`src/rtl/ps2_scan_fifo_if.sv`:
```
// Bus between the PS/2 scan-code front end and the CPU-side input port.
// The master side drives the pins and pop; the slave side is the front end.
interface ps2_scan_fifo_if;
  logic        ps2clk;
  logic        ps2data;
  logic        pop;
  logic [31:0] out;
  logic        irq;

  modport master (output ps2clk, output ps2data, output pop, input out, input irq);
  modport slave  (input ps2clk, input ps2data, input pop, output out, output irq);
endinterface

```
`src/rtl/ps2_scan_fifo.sv`:
```
// PS/2 keyboard receiver: frames 11-bit serial words, folds E0/F0 prefixes
// into flags and queues {brk,ext,code} entries for the CPU.
//
// state  | meaning
// IDLE   | waiting for a start bit of 0
// DATA   | shifting in 8 data bits, LSB first
// PARITY | capturing the parity bit
// STOP   | checking stop bit and odd parity, then back to IDLE
module ps2_scan_fifo #(
  parameter int DEPTH   = 8,
  parameter int TIMEOUT = 20000
) (
  input logic            clk,
  input logic            rst,
  ps2_scan_fifo_if.slave bus
);

  localparam int          PW       = (DEPTH > 1) ? $clog2(DEPTH) : 1;
  localparam logic [15:0] TMO_LOAD = 16'(TIMEOUT);
  localparam logic [3:0]  CNT_FULL = 4'(DEPTH);

  typedef enum logic [1:0] {IDLE, DATA, PARITY, STOP} state_t;

  state_t        state;
  logic          clk_s1, clk_s2, clk_prev;
  logic          dat_s1, dat_s2;
  logic [2:0]    bit_cnt;
  logic [7:0]    shift;
  logic          par;
  logic [15:0]   tmo;

  logic          ext, brk, ovf, err, irq_r;
  logic [9:0]    mem [DEPTH];
  logic [PW-1:0] head, tail;
  logic [3:0]    count;

  logic clk_fall, frame_end, frame_good, code_push;
  logic full, empty, pop_do, push_do, ovf_set, err_set;
  logic [9:0] head_e;

  assign clk_fall   = clk_prev & ~clk_s2;
  assign frame_end  = (state == STOP) & clk_fall;
  assign frame_good = dat_s2 & (^{shift, par});
  assign code_push  = frame_end & frame_good & (shift != 8'hE0) & (shift != 8'hF0);
  assign full       = (count == CNT_FULL);
  assign empty      = (count == 4'd0);
  assign pop_do     = bus.pop & ~empty;
  // A full FIFO still accepts the push when a pop frees the head slot this cycle.
  assign push_do    = code_push & (~full | bus.pop);
  assign ovf_set    = code_push & full & ~bus.pop;
  assign err_set    = frame_end & ~frame_good;

  always_ff @(posedge clk) begin
    if (rst) begin
      clk_s1   <= 1'b1;
      clk_s2   <= 1'b1;
      clk_prev <= 1'b1;
      dat_s1   <= 1'b1;
      dat_s2   <= 1'b1;
    end else begin
      clk_s1   <= bus.ps2clk;
      clk_s2   <= clk_s1;
      clk_prev <= clk_s2;
      dat_s1   <= bus.ps2data;
      dat_s2   <= dat_s1;
    end
  end

  always_ff @(posedge clk) begin
    if (rst) begin
      state   <= IDLE;
      bit_cnt <= 3'd0;
      shift   <= 8'd0;
      par     <= 1'b0;
      tmo     <= TMO_LOAD;
    end else begin
      case (state)
        IDLE: begin
          bit_cnt <= 3'd0;
          if (clk_fall && !dat_s2) state <= DATA;
        end
        DATA: begin
          if (clk_fall) begin
            shift   <= {dat_s2, shift[7:1]};
            bit_cnt <= bit_cnt + 3'd1;
            if (bit_cnt == 3'd7) state <= PARITY;
          end
        end
        PARITY: begin
          if (clk_fall) begin
            par   <= dat_s2;
            state <= STOP;
          end
        end
        STOP: begin
          if (clk_fall) state <= IDLE;
        end
        default: state <= IDLE;
      endcase
      // Inactivity watchdog: a stalled partial frame is dropped without flagging err.
      if (state == IDLE || clk_fall) begin
        tmo <= TMO_LOAD;
      end else if (tmo == 16'd0) begin
        state <= IDLE;
      end else begin
        tmo <= tmo - 16'd1;
      end
    end
  end

  always_ff @(posedge clk) begin
    if (push_do) mem[tail] <= {brk, ext, shift};
  end

  always_ff @(posedge clk) begin
    if (rst) begin
      head  <= '0;
      tail  <= '0;
      count <= 4'd0;
      ext   <= 1'b0;
      brk   <= 1'b0;
      ovf   <= 1'b0;
      err   <= 1'b0;
      irq_r <= 1'b0;
    end else begin
      irq_r <= push_do;
      if (push_do) tail <= tail + PW'(1);
      if (pop_do)  head <= head + PW'(1);
      count <= count + 4'(push_do) - 4'(pop_do);
      if (frame_end && frame_good) begin
        if (shift == 8'hE0) begin
          ext <= 1'b1;
        end else if (shift == 8'hF0) begin
          brk <= 1'b1;
        end else begin
          ext <= 1'b0;
          brk <= 1'b0;
        end
      end
      ovf <= ovf_set | (ovf & ~bus.pop);
      err <= err_set | (err & ~bus.pop);
    end
  end

  assign head_e  = empty ? 10'd0 : mem[head];
  assign bus.out = {12'd0, count, 3'd0, err, ovf, ~empty, head_e};
  assign bus.irq = irq_r;

endmodule

```
`src/flat_wrapper.sv`:
```
// flat-port wrapper written by rule: the top's interface ports become plain ports
module ps2_scan_fifo_flat 
#(
  parameter int DEPTH   = 8,
  parameter int TIMEOUT = 20000
)
  (clk, rst, bus_ps2clk, bus_ps2data, bus_pop, bus_out, bus_irq);
  ps2_scan_fifo_if bus_i ();
  input logic clk;
  input logic rst;
  input wire logic [$bits(bus_i.ps2clk)-1:0] bus_ps2clk;
  input wire logic [$bits(bus_i.ps2data)-1:0] bus_ps2data;
  input wire logic [$bits(bus_i.pop)-1:0] bus_pop;
  output wire logic [$bits(bus_i.out)-1:0] bus_out;
  output wire logic [$bits(bus_i.irq)-1:0] bus_irq;
  assign bus_i.ps2clk = bus_ps2clk;
  assign bus_i.ps2data = bus_ps2data;
  assign bus_i.pop = bus_pop;
  assign bus_out = bus_i.out;
  assign bus_irq = bus_i.irq;
  ps2_scan_fifo #(.DEPTH(DEPTH), .TIMEOUT(TIMEOUT)) u_core (.clk(clk), .rst(rst), .bus(bus_i));
endmodule
```
`config.mk`:
```
export PLATFORM = sky130hd
export DESIGN_NAME = ps2_scan_fifo_flat
export DESIGN_NICKNAME = d
export VERILOG_FILES = /design/src/rtl/ps2_scan_fifo_if.sv /design/src/rtl/ps2_scan_fifo.sv /design/src/flat_wrapper.sv
export SDC_FILE = /design/constraint.sdc
export NUM_CORES = 1
export LEC_CHECK = 0
export ABC_AREA = 1
export BUFFER_PORTS_ARGS = -buffer_cell sky130_fd_sc_hd__buf_2
export CORE_MARGIN = 8
export CORE_UTILIZATION = 43
export CTS_CLUSTER_SIZE = 8
export DETAILED_ROUTE_END_ITERATION = 6
export GPL_TIMING_DRIVEN = 1
export PLACE_DENSITY = 0.71
export SYNTH_ARGS = -nofsm -noshare
export SYNTH_HDL_FRONTEND = slang
export SYNTH_SLANG_ARGS = --single-unit
```
`constraint.sdc`:
```
create_clock -name clk -period 3.1 [get_ports clk]
set_input_delay 0.775 -clock clk [delete_from_list [all_inputs] [get_ports clk]]
set_output_delay 0.775 -clock clk [all_outputs]
set_load 0.1 [all_outputs]
```
==> out/qor.yml <==
routing:
  drcViolationCount: 0
  viasPerCell: 5.04
  dr.pass1.iters: 5
  postRouteAntennaNets: 0
  finalWirelength_um: 12300
  drtIter0Drc: 362
  via_count: 4134
  routedWlPerCell_um: 14.9
global_routing:
  grt_pass1_wl_um: 19800
  grt_pass1_vias: 4032
  grt_overflow: 0
  antenna_found_initial: 0
  grt_max_degree: 24
  gr-usage-all-layers: 0.142
clock_network:
  ctsRootBufferMaster: "clkbuf_16"
  post-cts-setup-buffers: 0
  cts_tree: "yes"
  cts_num_sinks: 133
  insertion_delay_ns: 0.41
  cts_buffers: 17
  clk_pin_slew_worst_paths_ns: 0.06
  htree_levels: 4
  cts_hold_buf: 0
  clockBufferDepth: 2
  cts_resized: 9
placed_design:
  place_area_um2: 6250
  numPortBuffers: 22
  placed_cells: 789
  dp_hpwl_um: 8170
  pre_cts_slack_ns: 0.376
  globalplace.congestion: 0.832
floorplanning:
  io_pins: 38
  initial_core_util: 0.440
  die_x_um: 132
  core-area_um2: 13200
  rows: 42
  die_area_um2: 17500
  dieHeight_um: 132
synthesis:
  synth-seq-cells: 133
  ys_seq_area_frac: 0.597
  ys_top_cells_by_area: "edfxtp_1, dfxtp_1, nor2_1"
  synth_area_per_cell_um2: 9.72
  synth_area_um2: 5800
  synth_ff_type: "edfxtp_1"
  ys_warn_count: 0
  async_reset_ff_frac: 0
  synth_cell_types: 43
  synth_top_area_share: 0.414
  synth-edff-count: 80
  synth_top_cell_by_area: "edfxtp_1"
  syn_inst: 597
timing:
  final.setup_skew_ns: 0.00813
  setup_violations: 0
  setup_ws_ns: 0.175
  period_needed_ns: 2.92
  timing.hold.ws_ns: 0.412
  relSlewSlack: 0.665
  fin_setup_tns_ns: 0
  tightest_slew_ns: 0.501
  slew_viol_final: 0
  fin_crit_sh: 0.943
  hold_viol_final: 0
  rsz0062_at_grt: "no"
  fmax_mhz: 342
power:
  power.total_mw: 5.78
  p_leak_nw: 2.82
  powerDensity_nw_per_um2: 839
  ir_drop_uv: 764
critical_path:
  r2r_setup_slack_ns: 0.64
  startpoint_type: "flip-flop"
  timing_worst_setup_path_type: "reg2out"
  setup.worst_path.end_class: "primary output"
  critPathArrivalTime_ns: 2.15
  cp.required_ns: 2.32
  crit_fanout: 13
layout:
  diodes: 0
  area_growth_pct: 18.7
  drive_gt1_frac: 0.180
  final_cell_area_um2: 6890
  utilization: 0.522
  nets: 649
  final-instance-count-excl-fill: 821
job:
  max_cap_viol_count: 0
status:
  status: "complete, no violations"
worst_hold_path:
  hp-class: "reg2reg"
## routing by layer
metal,GRT usage,up-vias,part of all wire
met2,0.234,100,0.48
met1,0.168,1962,0.45
li1,-,2066,-
met3,0.0545,6,0.060
met5,0,-,0
met4,0.0410,0,0.0056
## flip-flops by register name (all words and copies together), names as in the netlist, named ones only
register	cells
u_core.mem	80
u_core.shift	8
u_core.ext	1
u_core.par	1
u_core.state	2
u_core.tmo	16
u_core.ovf	1
u_core.bit_cnt	3
u_core.tail	3
u_core.bus.irq	1
u_core.err	1
u_core.dat_s2	1
u_core.clk_s1	1
u_core.count	4
u_core.head	3
u_core.dat_s1	1
u_core.clk_s2	1
u_core.clk_prev	1
u_core.brk	1
## cell type report
| type | count | area (µm²) |
|---|---|---|
| Clock buffer | 23 | 510 |
| Clock inverter | 9 | 92.6 |
| Fill cell | 1137 | 6300 |
| Inverter | 59 | 221 |
| Multi-Input combinational cell | 383 | 2120 |
| Sequential cell | 133 | 3470 |
| Tap cell | 176 | 220 |
| Timing Repair Buffer | 38 | 255 |
## critical path, cell delays in order (launching register included)
cell     delay, ns
dfxtp_1       0.59
inv_1         0.11
buf_4         0.19
o21ai_0       0.10
o22ai_1       0.10
o21ai_0       0.34
a31oi_4       0.04
buf_4         0.26
## path summary, 6_finish.rpt
path                   start         endpoint  cells past startpoint
max reg2reg  u_core.count[2]  u_core.count[2]                     11
min            u_core.dat_s1    u_core.dat_s2                      1
min reg2reg    u_core.dat_s1    u_core.dat_s2                      1
max                flip-flop       bus_out[0]                      7
## where the power goes
part | total, mW | internal [mW] | switching, mW | leakage (nW)
Clock | 1.98 | 1.24 | 0.732 | 0.274
Combinational | 1.85 | 0.441 | 1.41 | 1.20
Sequential | 1.96 | 1.91 | 0.0499 | 1.35
Total | 5.78 | 3.59 | 2.19 | 2.82
## logic make-up after synthesis
family	count (synthesis)	synth area share
xor+xnor	8	0.0121
flops	133	0.597
other cells	1	0.000646
compound gates	122	0.115
fa+ha+maj	12	0.0272
simple gates	226	0.176
buf+inv	95	0.0724
## cells in the mapped netlist (7+ instances only)
library cell	number
inv_1	52
dfxtp_1	53
nand2_1	63
o21ai_0	68
o22ai_1	10
nor3_1	7
nor2_1	106
buf_4	17
a31oi_1	10
ha_1	11
clkbuf_1	18
nand2_2	9
a21oi_1	24
nand3_1	16
edfxtp_1	80
## placed cells by master (no fill, tap or decap), drive strengths merged, types with 2 or more instances in the layout
master,n
a21oi,25
a31oi,10
buf,37
clkbuf,24
clkinv,3
clkinvlp,6
conb,15
dfxtp,53
edfxtp,80
ha,11
inv,58
nand2,73
nand3,19
nand4,4
nor2,112
nor3,8
nor3b,3
nor4,2
o21ai,68
o22ai,10
o31ai,2
or2,4
xnor2,3
xor2,5
Power figures use the tool's default switching activity.
